File: src/rtl/serial_sub_pkg.sv
// rtl/serial_sub_pkg.sv - shared FSM state type and default operand width for serial_sub_ctrl
package serial_sub_pkg;

  localparam int DEFAULT_WIDTH = 8;

  typedef enum logic [1:0] {
    IDLE  = 2'd0,
    SHIFT = 2'd1,
    DONE  = 2'd2
  } state_t;

endpackage

File: src/rtl/serial_sub_ctrl_fs_cell.sv
// rtl/serial_sub_ctrl_fs_cell.sv - 1-bit full-subtractor cell (d = x - y - bi)
module fs_cell (
  input  logic x,
  input  logic y,
  input  logic bi,
  output logic d,
  output logic bo
);

  // Difference is the three-way parity; a borrow is needed when y+bi exceeds x
  assign d  = x ^ y ^ bi;
  assign bo = (~x & y) | (~x & bi) | (y & bi);

endmodule

File: src/rtl/serial_sub_ctrl.sv
// rtl/serial_sub_ctrl.sv - bit-serial a - b - bin controller; SERIAL_SUB_CTRL_SAT_EN selects saturating diff
module serial_sub_ctrl
  import serial_sub_pkg::*;
#(
  parameter int WIDTH = DEFAULT_WIDTH
) (
  input  logic             clk,
  input  logic             rst,
  input  logic             start,
  input  logic [WIDTH-1:0] a,
  input  logic [WIDTH-1:0] b,
  input  logic             bin,
  output logic             busy,
  output logic             done,
  output logic [WIDTH-1:0] diff,
  output logic             bout
);

  localparam int CNT_W = $clog2(WIDTH);
  localparam logic [CNT_W-1:0] LAST_BIT = CNT_W'(WIDTH - 1);

  state_t           r_state;
  logic [WIDTH-1:0] r_a;
  logic [WIDTH-1:0] r_b;
  logic [WIDTH-1:0] r_diff;
  logic [CNT_W-1:0] r_cnt;
  logic             r_borrow;
  logic             r_busy;
  logic             r_done;
  logic             r_bout;

  logic w_x;
  logic w_y;
  logic w_d;
  logic w_bo;

  // The single shared cell always looks at the bit selected by the counter
  assign w_x = r_a[r_cnt];
  assign w_y = r_b[r_cnt];

  fs_cell u_cell (
    .x  (w_x),
    .y  (w_y),
    .bi (r_borrow),
    .d  (w_d),
    .bo (w_bo)
  );

  // Control FSM with registered busy/done and the serial result datapath
  always_ff @(posedge clk or posedge rst) begin
    if (rst) begin
      r_state  <= IDLE;
      r_a      <= '0;
      r_b      <= '0;
      r_diff   <= '0;
      r_cnt    <= '0;
      r_borrow <= 1'b0;
      r_busy   <= 1'b0;
      r_done   <= 1'b0;
      r_bout   <= 1'b0;
    end else begin
      case (r_state)
        IDLE: begin
          r_done <= 1'b0;
          if (start) begin
            r_a      <= a;
            r_b      <= b;
            r_borrow <= bin;
            r_cnt    <= '0;
            r_busy   <= 1'b1;
            r_state  <= SHIFT;
          end
        end
        SHIFT: begin
          r_diff[r_cnt] <= w_d;
          r_borrow      <= w_bo;
          if (r_cnt == LAST_BIT) begin
            // Counter parks on the last bit instead of wrapping
            r_bout  <= w_bo;
            r_busy  <= 1'b0;
            r_done  <= 1'b1;
            r_state <= DONE;
`ifdef SERIAL_SUB_CTRL_SAT_EN
            if (w_bo) begin
              r_diff <= '0;
            end
`endif
          end else begin
            r_cnt <= r_cnt + 1'b1;
          end
        end
        DONE: begin
          r_done  <= 1'b0;
          r_state <= IDLE;
        end
        default: begin
          r_busy  <= 1'b0;
          r_done  <= 1'b0;
          r_state <= IDLE;
        end
      endcase
    end
  end

  assign busy = r_busy;
  assign done = r_done;
  assign diff = r_diff;
  assign bout = r_bout;

endmodule

File: config.mk
export PLATFORM = sky130hd
export DESIGN_NAME = serial_sub_ctrl
export DESIGN_NICKNAME = d
export VERILOG_FILES = /design/src/rtl/serial_sub_pkg.sv /design/src/rtl/serial_sub_ctrl_fs_cell.sv /design/src/rtl/serial_sub_ctrl.sv
export SDC_FILE = /design/constraint.sdc
export NUM_CORES = 1
export LEC_CHECK = 0
export CORE_MARGIN = 5
export CORE_UTILIZATION = 40
export CTS_CLUSTER_SIZE = 14
export DETAILED_ROUTE_END_ITERATION = 6
export SYNTH_ARGS = -nofsm -noshare
export SYNTH_HDL_FRONTEND = slang
export SYNTH_HIERARCHICAL = 1
export SYNTH_SLANG_ARGS = --single-unit
File: constraint.sdc
create_clock -name clk -period 5 [get_ports clk]
set_clock_uncertainty 0.05 [all_clocks]
set_input_delay 0.5 -clock clk [delete_from_list [all_inputs] [get_ports clk]]
set_output_delay 0.5 -clock clk [all_outputs]
set_load 0.1 [all_outputs]
After elaboration in Yosys (flattened, before gate mapping) --
Cells that the tools add are included.
Storage, ports and cells: input port bits 20, output and inout port bits 11, register bits after elaboration 33, logic and storage cells 56
Cells by class: $add $sub $neg 1, magnitude comparators 2, equality and inequality tests 6, multiplexer cells 20, reductions and logical operators 9, bitwise gates (word level) 9
Operators by type and width (count):
- bitwise mux 8 bit | 1
- two-way mux 1 bit | 8
- AND reduction 2 bit | 4
- binary-select mux 1 bit (select 3 bit) | 2
- two-way mux 3 bit | 2
- != test 2 bit (second input constant) | 3
- one-hot mux 3 bit (2 select lines) | 1
- AND reduction 3 bit | 2
- less-than comparator 3 x 4 -> 1 bit (second input constant) | 1
- two-way mux 2 bit | 2
- one-hot mux 2 bit (2 select lines) | 1
- adder 3 x 1 -> 3 bit (second input constant) | 1
- AND 1 bit | 3
- demux 1 bit (select 3 bit) | 1
- equality test 3 bit (second input constant) | 1
- >= comparator 3 x 1 -> 1 bit (second input constant) | 1
- one-hot mux 1 bit (3 select lines) | 1
- equality test 2 x 1 -> 1 bit (second input constant) | 1
- equality test 2 bit (second input constant) | 1
- logical NOT 2 bit | 1
- NOT 1 bit | 2
- OR 1 bit | 2
- one-hot mux 1 bit (2 select lines) | 1
- nonzero test 2 bit | 1
- 2 further kinds | 3

Depth between registers and ports, before layout --
Gate-level depths: netlist of the first run.
depth after elaboration 7, mapped depth 7, gate-level depth less buffers 6

Cells and area by module --
Netlist of the first run, hierarchy kept.
Modules (own cells, without submodules):
- serial_sub_ctrl | instances 1, sequential area each 825.8 sq um, cells an instance 108, area an instance 1554.0 sq um
- fs_cell | instances 1, sequential area each 0.0 sq um, cells an instance 3, area an instance 27.5 sq um

Worst setup path after synthesis of the first run --
Ideal clock, no wire load.
path kind reg2reg, start register r_cnt[0], end register r_diff[1] (netlist: diff[1]), stages on the path, launching flop included 7, required time 4.825 ns, slack 2.638 ns, clock period less this slack 2.362 ns, buffers on the path 1, setup time 0.125 ns, data arrival time 2.187 ns, cell sequence dfrtp_1 > buf_2 > mux4_2 > mux2_2 > fa_1 > inv_1 > mux2_2
On the way: cells in the longest elaborated chain, start to end 5, elaborated cells between the ends (all ways) 12, classes of those cells order compare: 2; mux: 7; bitwise: 2; reduce/logical: 1
RTL lines:
- from (decl) | RTL line serial_sub_ctrl.sv:26 | logic [CNT_W-1:0] r_cnt;
- from (signal assigned) | RTL line serial_sub_ctrl.sv:89 | r_cnt <= r_cnt + 1'b1;
- binary-select mux 1 bit (select 3 bit) | RTL line serial_sub_ctrl.sv:39 | assign w_y = r_b[r_cnt];
- two-way mux 1 bit (implied by the code) | RTL line serial_sub_ctrl.sv:39
- named net w_y | RTL line serial_sub_ctrl.sv:33 | logic w_y;
- bitwise XOR 1 bit (2 in series) | RTL line serial_sub_ctrl_fs_cell.sv:11 | assign d = x ^ y ^ bi;
- named net w_d | RTL line serial_sub_ctrl.sv:34 | logic w_d;
- bitwise mux 8 bit | RTL line serial_sub_ctrl.sv:75 | r_diff[r_cnt] <= w_d;
- to (signal, indexed assignment) | RTL line serial_sub_ctrl.sv:75
- to (decl) | RTL line serial_sub_ctrl.sv:25 | logic [WIDTH-1:0] r_diff;
The timed path passes the listed nets, and every way through them passes these cells. The select of a mux whose other input is x is not followed. A chain may end at the register's enable or synchronous reset.

Final worst setup path of the first run --
start register r_cnt[0], end register r_diff[6] (netlist: diff[6])
The elaborated chain is that of the path after synthesis.

==> metrics, run 1 <==
status complete, no violations; Post-synth ARST share 100%; Max Root-Sink Buffers 2; Post-synth EDFFs 0; routed len/inst 15.4 um; share of layout cells above drive strength 1 28.3%; crit path cell chain mux4_2, mux2_2, fa_1, inv_1, mux2_2; Mean Syn Cell Area 14.2 um2; Final TNS setup 0 ns; RSZ-0062 raised after global routing no; Die Y 72.9 um; Routed WL 2980 um; Worst Path Class, Setup register to register; violation count after the first detailed-route iteration 59; Hold Slack 0.454 ns; Pre-Repair DR Iteration Count 4; first-pass GRT wire length 5040 um; IO Count 31; CP Launch Type register; setup bufs post-CTS 0; root buffer cell clkbuf_8; GP Congestion 0.772; yosys warns 6; Main synth FF type dfrtp_1; Unique masters post-synth 30; Placed Cells incl. Taps 185; CTS tree done; worst min path class register to register; Area contributors post-synth dfrtp_1, mux2_2, mux2_4, mux4_2, a22o_1; CTS buffer count 5; worst path required time 5.12 ns; Remaining Overflow, GRT 0; Hold Buf Count CTS 0; Slew @ Worst Pin 0.973 ns; Clock transition at path regs 0.07 ns; Max FO, Critical Path 11; ant diodes 0; DR vias 1,005; FP Rows 22; clock sinks 33; H-tree Lvls 2; Cell Area, Synth 1580 um2; Synth Register Bits 33; final max-slew violation count 0; max incr delay on CP 0.65 ns; post-synthesis sequential area ratio 52.2%; Rel. slew slack 34.9%; max-cap violations 0; Finished Layout Cells 193; Post-CTS Resized 0; ANT nets after route 0; most numerous cell in the Yosys netlist dfrtp_1; vias per cell 5.21; initial antenna violation count 0; DRC 0; most used cell, CP mux2_2; FMAX 0.383 GHz; clock latency on the worst-skew pair 0.28 ns; Std-Cell Core Area 3740 um2; hpwl dp 2130 um; Final Hold Fails 0; pin count of the biggest net entering global routing 34; Period minus WS final 2.61 ns; Die ar. 5310 um2; post-synth top area cell dfrtp_1; area share of the largest cell type after synthesis 52.2%; M2 GR Usage 19.5%; # setup viols final 0; grt met1 use 15.8%; Die Wd 72.9 um; Tcrit/Tclk final 52.2%; Worst path slowest cell dfrtp_1; final net count 167; CP Capture Type register; syn_nets 134; GR peak layer met2; gr usage total 12.6%; Worst EP arrival 2.73 ns; met3 Usage GRT 5.23%; final core occ 54.3%; Initial Utilization 42.2%; Synth-to-Final Area Change 28.6%; cell count after synthesis 111; input/output buffers 30; vias in the first global route 1,069; synth cell count leaders dfrtp_1, mux2_2, mux2_4
## final cells by class
class / instances / area [um2]
Fill cell: 343 / 1710
Sequential cell: 33 / 826
Multi-Input combinational cell: 68 / 701
Timing Repair Buffer: 32 / 315
Clock buffer: 7 / 86.3
Tap cell: 48 / 60.1
Clock inverter: 1 / 30.0
Inverter: 4 / 15.0
## through the flow
step	instance area (um2)	worst slack, ns
after detailed placement	1920	2.39
after global routing	2030	2.27
after floorplan	1580	2.64
after global placement	1920	2.49
final	2030	2.39
after CTS	2030	2.38
## layer usage
layer	wire (um)	part of all wire, %	vias up
li1	-	-	467
met1	1410	47	511
met2	1360	46	23
met3	172	5.8	4
met4	30	1.0	0
met5	0	0	-
## flip-flops by register name, summed over array words and instances, names as in the netlist, 2 cells and up
register  cells
r_cnt         3
r_state       2
r_b           8
r_a           8
diff          8
## worst paths after layout
kind | from | endpoint | slack [ns] | cells after the start
setup / recovery | r_cnt[0] | diff[6] | 2.39 | 5
hold / removal | done | done | 0.45 | 1
setup reg to reg | r_cnt[0] | diff[6] | 2.39 | 5
hold reg to reg | done | done | 0.45 | 1
max in group asynchronous | rst | r_a[5] | 4.03 | 3
min in group asynchronous | rst | r_b[3] | 0.56 | 3
## cells in the final DEF, fill, tap and decap left out, types with 3 or more instances in the layout
cell / count
clkdlybuf4s50_1: 30
nor2_1: 4
a22o_1: 5
nor2b_1: 4
mux2_2: 17
dfrtp_1: 33
inv_1: 4
clkbuf_8: 6
mux2_4: 10
mux4_2: 4
nand2_1: 3
## worst max-delay path, delay by kind of cell, from the launching register on
family / cells / cell delay [ns]
buffers and inverters: 1 / 0.11
flip-flops: 1 / 0.65
adder cells (fa/ha/maj): 1 / 0.53
multiplexers: 3 / 1.16
## logic make-up after synthesis
kind of cell,synth area share [%]
AOI/OAI and AO/OA,5.14
adders and majority gates,2.85
buffers and inverters,3.48
DFF,52.2
muxes,28.6
and+or+nand+nor,7.67
Power of run 1 is left out: the tool's default activity adds up to more than one toggle a clock period on the data nets, which glitch-free logic cannot reach.
==> run 2, diff against run 1 <==
- PLACE_DENSITY: default -> 0.67
- clock period: 5 -> 2.4 ns (I/O delays scaled with it)
==> run 2 against run 1 <==
  * Die area is the same
  * Via count decreased by 1.8%
  * Setup slack worse by 2.3 ns
  * Global-route usage up 0.77 points
  * Worst hold slack worse by 0.15 ns
  * First-iteration DRC count is 53% lower
  * Register-to-register slack worse by 2.3 ns
  * Sequential share of layout area grew 0.85 points
  * Critical endpoint is now diff[3]
  * Largest cell class unchanged
==> metrics, run 2 (same netlist as run 1, synthesis figures left out) <==
Final Hold Fails 0 (unchanged); status complete, no violations; Clock transition at path regs 0.06 ns (about the same); root buffer cell clkbuf_8; Max Root-Sink Buffers 2 (unchanged); DRC 0 (unchanged); Max FO, Critical Path 8 (-3); max incr delay on CP 0.55 ns (-0.10 ns); DR vias 987 (-1.8%); input/output buffers 30 (unchanged); Hold Buf Count CTS 0 (unchanged); most used cell, CP mux2_2; worst reg2reg setup slack 0.12 ns (-2.26 ns); CTS buffer count 5 (unchanged); crit path cell chain mux4_2, mux2_2, fa_1, inv_2, mux2_2; CTS tree done; Worst EP arrival 2.39 ns (-0.34 ns); final net count 171 (+2.4%); Remaining Overflow, GRT 0 (unchanged); Die ar. 5310 um2 (unchanged); Reg-to-Reg Start r_cnt[0]; first-pass GRT wire length 5240 um (+4.0%); FP Rows 22 (unchanged); gr usage total 13.3% (+0.77 points); Worst Path Class, Setup register to register; # setup viols final 0 (unchanged); H-tree Lvls 2 (unchanged); Initial Utilization 42.2% (unchanged); CP Launch Type register; GP Congestion 0.735 (-4.8%); Die Y 72.9 um (unchanged); FMAX 0.439 GHz (+15%); Reg2Reg Depth 5 (unchanged); vias per cell 5.06 (-2.8%); Pre-Repair DR Iteration Count 4 (unchanged); Fillers 336 (-2.0%); vias in the first global route 1,104 (+3.3%); Placed Cells incl. Taps 188 (+1.6%); pin count of the biggest net entering global routing 34 (unchanged); most common cell after layout, fill and taps aside dfrtp_1; Die Wd 72.9 um (unchanged); share of layout cells above drive strength 1 38.8% (+10 points); Tcrit/Tclk final 94.8% (+43 points); Synth-to-Final Area Change 26.1%; ANT nets after route 0 (unchanged); Worst R2R End diff[3]; Rel. slew slack 72.8% (+38 points); IO Count 31 (unchanged); hpwl dp 2220 um (+4.6%); worst min path class input port to asynchronous set/reset pin; clock sinks 33 (unchanged); Routed WL 3000 um (+0.64%); Period minus WS final 2.28 ns (-0.336 ns); initial antenna violation count 0 (unchanged); CP Capture Type register; worst path required time 2.51 ns (-2.61 ns); Std-Cell Core Area 3740 um2 (unchanged); Slew @ Worst Pin 0.409 ns (-0.564 ns); Worst path slowest cell fa_1; routed len/inst 15.4 um (-0.39%); most frequent cells in the layout dfrtp_1, clkdlybuf4s50_1, mux2_2, buf_4, mux2_4; violation count after the first detailed-route iteration 28 (-53%); max-cap violations 0 (unchanged); clock latency on the worst-skew pair 0.28 ns (about the same); ant diodes 0 (unchanged); final max-slew violation count 0 (unchanged); Finished Layout Cells 195 (+1.0%)
run 2: worst max-delay path by stage:
stage | from | endpoint | slack [ns] | cells after the start
after CTS | r_cnt[0] | diff[3] | 0.06 | 7
after floorplan | r_cnt[0] | diff[1] | 0.04 | 6
after global placement | r_cnt[0] | diff[1] | 0.06 | 5
final | r_cnt[0] | diff[3] | 0.12 | 5
after global routing | r_cnt[0] | diff[5] | -0.008 | 7
after detailed placement | r_cnt[0] | diff[3] | -0.01 | 7
run 2: repair_timing:
item                                    CTS  global route
buffers inserted                          0             1
endpoints found under the setup margin    8             8
resized for setup                         1             1
run 2: layer usage:
metal	GRT usage, %	vias up	part of all wire [%]
li1	-	470	-
met5	0	-	0
met1	15.9	490	43
met2	21.5	19	50
met4	6.76	0	2.4
met3	4.27	8	4.6
run 2: cell type report:
cell class / count / area (um2) / share of cell area (%)
Tap cell: 48 / 60.1 / 3.01
Sequential cell: 33 / 827 / 41.5
Timing Repair Buffer: 36 / 318 / 15.9
Clock buffer: 5 / 68.8 / 3.45
Inverter: 4 / 15.0 / 0.753
Multi-Input combinational cell: 68 / 701 / 35.1
Clock inverter: 1 / 5.00 / 0.251
run 2: worst max-delay path, delay by kind of cell (launching register included):
kind / cells / cell delay (ns)
multiplexers: 3 / 1.09
adder cells (fa/ha/maj): 1 / 0.55
flip-flops: 1 / 0.41
buffers and inverters: 1 / 0.07
run 2: through the flow:
stage	instance area [um2]	hold WS (ns)	setup WS (ns)	TNS, ns	util [%]
after floorplan	1580	0.319	0.0379	0	-
after detailed placement	1910	0.438	-0.0144	-0.0291	51.1
after global placement	1910	0.432	0.0626	0	51.1
after CTS	1990	0.307	0.0603	0	53.0
final	1990	0.302	0.124	0	53.3
after global routing	1990	0.349	-0.00779	-0.0121	53.3
Power of run 2 is left out for the same reason.
